[src/rtl/sevenseg_pkg.sv]
// Shared types and constants for the seven-segment display arbiter.
// Imported by the arbiter top and its round-robin selector.
package sevenseg_pkg;

    typedef enum logic {
        IDLE = 1'b0,
        SHOW = 1'b1
    } state_t;

    localparam int NREQ  = 4;
    localparam int IDX_W = 2;
    localparam int VAL_W = 16;

    localparam logic [VAL_W-1:0] IDLE_VALUE_DEF = 16'h0000;

    function automatic logic [NREQ-1:0] onehot(input logic [IDX_W-1:0] i);
        return NREQ'(1) << i;
    endfunction

endpackage

[src/rtl/sevenseg_arbiter_rr_pick4.sv]
// Combinational round-robin pick: first set request bit
// scanning ptr, ptr+1, ... modulo four.
module rr_pick4
    import sevenseg_pkg::*;
(
    input  logic [NREQ-1:0]  req,
    input  logic [IDX_W-1:0] ptr,
    output logic             any,
    output logic [IDX_W-1:0] sel
);

    logic [IDX_W-1:0] idx;

    // Scan from the farthest slot back so the nearest hit wins.
    always_comb begin
        any = |req;
        sel = '0;
        idx = '0;
        for (int k = NREQ - 1; k >= 0; k--) begin
            idx = ptr + IDX_W'(k);
            if (req[idx]) sel = idx;
        end
    end

endmodule

[src/rtl/sevenseg_arbiter.sv]
// Round-robin sharing of one 4-digit hex display between four
// requesters with a minimum dwell time per grant.
module sevenseg_arbiter
    import sevenseg_pkg::*;
#(
    parameter int                  DWELL_W    = 24,
    parameter logic [DWELL_W-1:0]  DWELL      = 24'd12000000,
    parameter logic [VAL_W-1:0]    IDLE_VALUE = IDLE_VALUE_DEF
)(
    input  logic                 clk,
    input  logic                 reset,
    input  logic [NREQ-1:0]      req,
    input  logic [NREQ*VAL_W-1:0] data,
    input  logic                 freeze,
    output logic [NREQ-1:0]      grant,
    output logic [NREQ-1:0]      ack,
    output logic [VAL_W-1:0]     value,
    output logic [IDX_W-1:0]     active_id
);

    localparam logic [DWELL_W-1:0] RELOAD = DWELL - DWELL_W'(1);

    state_t             state;
    logic [IDX_W-1:0]   rr_ptr;
    logic [DWELL_W-1:0] dwell;
    logic               track;

    logic               any;
    logic [IDX_W-1:0]   sel;
    logic [VAL_W-1:0]   src [NREQ];
    logic               expire;

    always_comb begin
        for (int i = 0; i < NREQ; i++) begin
            src[i] = data[VAL_W*i +: VAL_W];
        end
    end

    assign expire = (dwell == '0) && !freeze;

    rr_pick4 u_pick (
        .req (req),
        .ptr (rr_ptr),
        .any (any),
        .sel (sel)
    );

    always_ff @(posedge clk or posedge reset) begin
        if (reset) begin
            state     <= IDLE;
            grant     <= '0;
            ack       <= '0;
            value     <= IDLE_VALUE;
            active_id <= '0;
            rr_ptr    <= '0;
            dwell     <= '0;
            track     <= 1'b0;
        end else begin
            ack <= '0;
            unique case (state)
                IDLE: begin
                    if (any) begin
                        state     <= SHOW;
                        grant     <= onehot(sel);
                        ack       <= onehot(sel);
                        value     <= src[sel];
                        active_id <= sel;
                        dwell     <= RELOAD;
                        track     <= 1'b1;
                        rr_ptr    <= sel + IDX_W'(1);
                    end else begin
                        value <= IDLE_VALUE;
                    end
                end
                SHOW: begin
                    if (expire) begin
                        if (!any) begin
                            state     <= IDLE;
                            grant     <= '0;
                            value     <= IDLE_VALUE;
                            active_id <= '0;
                            track     <= 1'b0;
                        end else begin
                            // Re-grant of the same source keeps grant high, no ack.
                            grant     <= onehot(sel);
                            value     <= src[sel];
                            active_id <= sel;
                            dwell     <= RELOAD;
                            track     <= 1'b1;
                            rr_ptr    <= sel + IDX_W'(1);
                            if (sel != active_id) ack <= onehot(sel);
                        end
                    end else begin
                        if (!freeze) dwell <= dwell - DWELL_W'(1);
                        if (!req[active_id]) begin
                            track <= 1'b0;
                        end else if (track) begin
                            value <= src[active_id];
                        end
                    end
                end
                default: state <= IDLE;
            endcase
        end
    end

endmodule

[config.mk]
export PLATFORM = sky130hd
export DESIGN_NAME = sevenseg_arbiter
export DESIGN_NICKNAME = d
export VERILOG_FILES = /design/src/rtl/sevenseg_pkg.sv /design/src/rtl/sevenseg_arbiter_rr_pick4.sv /design/src/rtl/sevenseg_arbiter.sv
export SDC_FILE = /design/constraint.sdc
export NUM_CORES = 1
export LEC_CHECK = 0
export ABC_AREA = 1
export CAP_MARGIN = 30
export CELL_PAD_IN_SITES_DETAIL_PLACEMENT = 1
export CELL_PAD_IN_SITES_GLOBAL_PLACEMENT = 1
export CORE_ASPECT_RATIO = 0.6
export CORE_UTILIZATION = 30
export DETAILED_ROUTE_END_ITERATION = 10
export GPL_ROUTABILITY_DRIVEN = 0
export MAX_ROUTING_LAYER = met4
export PLACE_DENSITY_LB_ADDON = 0.2
export SLEW_MARGIN = 20
export SYNTH_ARGS = -nofsm -noshare
export SYNTH_HDL_FRONTEND = slang
export SYNTH_HIERARCHICAL = 1
export SYNTH_SLANG_ARGS = --single-unit
[constraint.sdc]
create_clock -name clk -period 2.95 [get_ports clk]
set_clock_uncertainty 0.05 [all_clocks]
set_input_delay 0.7375 -clock clk [delete_from_list [all_inputs] [get_ports clk]]
set_output_delay 0.7375 -clock clk [all_outputs]
set_load 0.01 [all_outputs]
==> results.toml, run 1 <==
[grt]
gr-total-overflow = 0
grt_util_met3 = 0.0389
use_met1 = 0.357
antenna_found_initial = 0
grt-busiest-layer = "met2"
grt_start_max_net_pins = 35
first_global_vias = 5320
grt.total_usage = 0.254
grt_pass1_wl_microns = 27700
grt_use_met2 = 0.380

[layout]
final_core_util = 0.425
layout.nets = 829
drive_gt1_frac = 0.0770
n_antenna_cell = 0
stdcell_area_sq_mm = 0.00559
layout.cells.non_filler = 923
syn_to_final_growth_pct = 34.9

[floorplan]
core-area_sq_mm = 0.0131
initial_core_util = 0.315
die_w_microns = 154
io_pins = 97
rows = 32
die_area_sq_mm = 0.0143
die_y_microns = 93.0

[timing]
setup_viol = 0
hold_violations = 0
worst_pin_slew_ps = 603
hold_slack_ps = 492
maxSlewViolCount = 0
final.setup.tns_ps = 0
rsz0062_at_grt = "false"
clock.fmax_ghz = 0.370
setup_ws_ps = 247
slew_headroom = 0.597
period_needed_ps = 2700
post-route-period-util = 0.916

[clock_tree]
clock-sinks = 54
insertion_delay_ps = 300
clk_path_buf_depth = 2
holdBufCountCts = 0
ctsHtreeMaxLevel = 2
postCtsSetupRepairBufs = 0
cts_tree = "built"
cts-root-buf = "clkbuf_16"
cts-resized-gates = 0
clk_pin_slew_ps = 70
numCtsBuffers = 5

[placed_design]
place_ws_ps = -58.1
dp.cells = 915
hpwl_microns = 13000
placed_area_sq_mm = 0.00542
port_buffers = 96

[power]
ir_worst_vdd_mv = 0.181
p_per_area_mw_per_mm2 = 475
leakage_nw = 2.39
total_power_mw = 2.66

[setup_path]
cp_max_fo = 32
cp-start-kind = "primary input"
regToRegStartpoint = "rr_ptr[0]$_DFFE_PP0P_"
r2r_cells = 16
cp.arrival_ps = 2840
crit_path_start = "req[1]"
cp.required_ps = 3090
path_class = "in2reg"
cp-end-kind = "flop"

[synth]
synth_cells = 651
synthArstFlopShare = 1.00
syn_area_sq_mm = 0.00414
synth_largest_area_cell = "dfrtp_1"
synth.area.top_cells = "dfrtp_1 33%, o21ai_0 12%, nor2_1 12%"
synth_ff_type = "dfrtp_1"
synth_nets = 728
ys_warn_count = 6
synth_edf_count = 0
synth.distinct_cells = 31
synth_top_area_share = 0.326
syn_avg_cell_area_sq_um = 6.36
seq_area_frac_synth = 0.326
ys_ff_latch = 54

[drt]
vias = 4996
drc = 0
drt_iter0_drc = 263
wirelength_microns = 17000
vias_per_cell = 5.41
antenna_left = 0
firstDrtPassIters = 4
wl_per_cell_microns = 18.4

[min_path]
hold_class = "reg2reg"
hp-start = "value[9]$_DFFE_PP0P_"
hold-path-cell-count = 2

[run]
drv_cap = 0

[status]
status = "completed"
final timing paths:
| check | slack (ps) | endpoint |
|---|---|---|
| hold / removal | 490 | value[9]$_DFFE_PP0P_ |
| setup / recovery | 250 | value[3]$_DFFE_PP0P_ |
| min in group asynchronous | 780 | dwell[5]$_DFFE_PP0P_ |
| hold reg to reg | 490 | value[9]$_DFFE_PP0P_ |
| setup reg to reg | 560 | value[3]$_DFFE_PP0P_ |
| max in group asynchronous | 1480 | dwell[15]$_DFFE_PP0P_ |
worst max-delay path, cell delays in order:
cell             delay [ps]
clkdlybuf4s50_1         510
inv_1                    90
nand2_1                  80
nand2_1                  50
nand2_1                  60
nand2_1                  70
nand2_1                  80
nand2_1                  60
nand2_1                  50
nand2_1                  50
inv_1                   130
clkinv_1                220
buf_12                  240
nor2_1                  130
o22ai_1                 120
nand2_1                  90
a21oi_1                  60
state kept, by name, summed over array words and instances, names as in the netlist:
| signal | cells |
|---|---|
| dwell | 24 |
| value | 16 |
| ack | 4 |
| grant | 4 |
| active_id | 2 |
| rr_ptr | 2 |
| state | 1 |
| track | 1 |
cell families after synthesis:
family / share of synthesized area
compound gates: 0.219
xor+xnor: 0.00846
fa+ha+maj: 0.0181
buf+inv: 0.0879
flops: 0.326
simple gates: 0.340
cell usage after synthesis (all sizes together) (2+ instances only):
library cell	number
nand4	10
ha	6
buf	8
dfrtp	54
a21oi	25
o21ai	111
nand3b	2
clkinv	3
nor2	143
xor2	3
clkbuf	20
o22ai	35
nor3	8
inv	58
nand3	36
nand2	126
cell usage in the layout, fill, tap and decap left out, types with 23 or more instances in the layout:
| cell | synthesis | layout |
|---|---|---|
| o22ai_1 | 35 | 35 |
| nand3_1 | 35 | 35 |
| nor2_1 | 133 | 133 |
| buf_4 | 1 | 23 |
| clkdlybuf4s50_1 | 0 | 96 |
| nand2_1 | 119 | 119 |
| o21ai_0 | 101 | 101 |
| dfrtp_1 | 54 | 54 |
| a21oi_1 | 25 | 25 |
| inv_1 | 54 | 53 |
layout make-up:
| type | count | area (sq um) |
|---|---|---|
| clock inverters | 3 | 43.8 |
| flip-flops and latches | 54 | 1350 |
| fillers | 1705 | 7540 |
| well taps | 170 | 213 |
| inverters | 61 | 234 |
| multi-input cells | 508 | 2430 |
| clock buffers | 5 | 125 |
| repair buffers | 122 | 1190 |
routing by layer:
layer  part of all wire  up-vias
met5                  0        -
met1               0.51     2490
li1                   -     2361
met2               0.43      132
met3              0.046       13
met4             0.0087        0
report_power, final:
| part | leakage [nW] | switching [mW] | internal (mW) |
|---|---|---|---|
| logic | 1.70 | 0.524 | 0.441 |
| registers | 0.609 | 0.124 | 0.866 |
| clock network | 0.0842 | 0.297 | 0.403 |
| total | 2.39 | 0.946 | 1.71 |
No activity file was read; power rests on OpenSTA's default activity.
==> inputs of run 2 (changes only) <==
MAX_ROUTING_LAYER = default   (was met4)
==> results.toml, run 2 (synthesized netlist as in run 1, its figures left out) <==
[timing]
clock.fmax_ghz = 0.368
worst_pin_slew_ps = 590
final.setup.tns_ps = 0
period_needed_ps = 2720
rsz0062_at_grt = "false"
setup_ws_ps = 233
maxSlewViolCount = 0
post-route-period-util = 0.921
setup_viol = 0
hold_violations = 0
hold_slack_ps = 493
slew_headroom = 0.606

[layout]
stdcell_area_sq_mm = 0.00559
n_antenna_cell = 0
drive_gt1_frac = 0.0770
mostFrequentLayoutCell = "nor2_1"
largest_reg_flops = 24
top_regs = "dwell (24), value (16)"
layout.nets = 829
layout_common_cells = "133 x nor2_1, 119 x nand2_1, 101 x o21ai_0"
fill_cells = 1705
syn_to_final_growth_pct = 34.9
regMostFlops = "dwell"

[power]
leakage_nw = 2.39
power.switching_uw = 944
internal_power_mw = 1.71
p_per_area_mw_per_mm2 = 475
total_power_mw = 2.65
power_frac_clock = 0.264
switching_share = 0.355
pwr-share-comb = 0.363
ir_worst_vdd_mv = 0.181
seqPwrFrac = 0.373

[grt]
grt_start_max_net_pins = 35
grt_pass1_wl_microns = 27700
gr-total-overflow = 0
first_global_vias = 5309
antenna_found_initial = 0
grt.total_usage = 0.247

[placed_design]
hpwl_microns = 13000
placed_area_sq_mm = 0.00542
port_buffers = 96
place_ws_ps = -58.1

[floorplan]
initial_core_util = 0.315
die_w_microns = 154
rows = 32
core-area_sq_mm = 0.0131
io_pins = 97
die_y_microns = 93.0
die_area_sq_mm = 0.0143

[setup_path]
cp-end-kind = "flop"
slowest_delay_ps = 500
crit_top_cell = "nand2_1"
crit_slowest_cell = "clkdlybuf4s50_1"
worstPathCellList = "clkdlybuf4s50_1 > inv_1 > nand2_1 > nand2_1 > nand2_2 > nand2_1 > nand2_1 > nand2_1 > nand2_1 > nand2_1 > inv_1 > clkinv_1 > buf_12 > nor2_1 > o22ai_1 > nand2_1 > a21oi_1"
path_class = "in2reg"
cp_max_fo = 32
cp-start-kind = "primary input"
cp.required_ps = 3090
cp_num_buf_inv = 5
cp_top_family = "buffers and inverters"
cp.arrival_ps = 2850

[run]
drv_cap = 0

[drt]
firstDrtPassIters = 4
wirelength_microns = 16900
drt_iter0_drc = 277
drc = 0
antenna_left = 0
vias_per_cell = 5.41
vias = 4994
wl_per_cell_microns = 18.3

[clock_tree]
clock-sinks = 54
numCtsBuffers = 5
ctsHtreeMaxLevel = 2
cts_tree = "built"
holdBufCountCts = 0
postCtsSetupRepairBufs = 0
clk_path_buf_depth = 2
insertion_delay_ps = 300
clk_pin_slew_ps = 80
cts-root-buf = "clkbuf_16"
cts-resized-gates = 0

[min_path]
hold_class = "reg2reg"

[status]
status = "completed"
run 2: worst min-delay path, cell delays in order, from the launching register on:
cell	delay [ps]
dfrtp_1	350
nor2_1	50
a21oi_1	100
run 2: layout make-up:
| type | count | area, sq um | share of cell area |
|---|---|---|---|
| multi-input combinational | 508 | 2430 | 0.434 |
| sequential | 54 | 1350 | 0.242 |
| timing repair buffer | 122 | 1190 | 0.214 |
| inverter | 61 | 234 | 0.0419 |
| tap | 170 | 213 | 0.0381 |
| clock buffer | 5 | 125 | 0.0224 |
| clock inverter | 3 | 43.8 | 0.00784 |
run 2: worst paths after layout:
path,startpoint,endpoint,slack [ps],cells past startpoint
max in group asynchronous,reset,grant[1]$_DFFE_PP0P_,1490,3
min in group asynchronous,reset,dwell[5]$_DFFE_PP0P_,770,2
worst max register to register,rr_ptr[0]$_DFFE_PP0P_,value[3]$_DFFE_PP0P_,560,16
worst max-delay path,req[3],value[3]$_DFFE_PP0P_,230,17
worst min-delay path,value[9]$_DFFE_PP0P_,value[9]$_DFFE_PP0P_,490,2
worst min register to register,value[9]$_DFFE_PP0P_,value[9]$_DFFE_PP0P_,490,2
run 2: stage by stage:
stage / cells / utilization
finish: 923 / 0.425
global route: 923 / 0.425
CTS: 923 / 0.425
detailed placement: 915 / 0.413
global placement: 915 / 0.413
floorplan: 651 / -
run 2: power groups by stage:
stage,sequential [mW],combinational (mW),clock (mW)
6_report,0.989,0.964,0.701
3_5_place_dp,0.999,0.957,0
2_1_floorplan,1.00,0.479,0
5_1_grt,1.00,1.07,0.746
4_1_cts,0.989,0.964,0.716
3_3_place_gp,0.996,0.916,0
run 2: routing by layer:
layer	vias up	GRT usage	wire length (microns)	share of wire
li1	2360	-	-	-
met1	2458	0.358	8460	0.50
met2	161	0.379	7250	0.43
met3	15	0.0399	1050	0.062
met4	0	0.0633	163	0.0096
met5	-	0	0	0
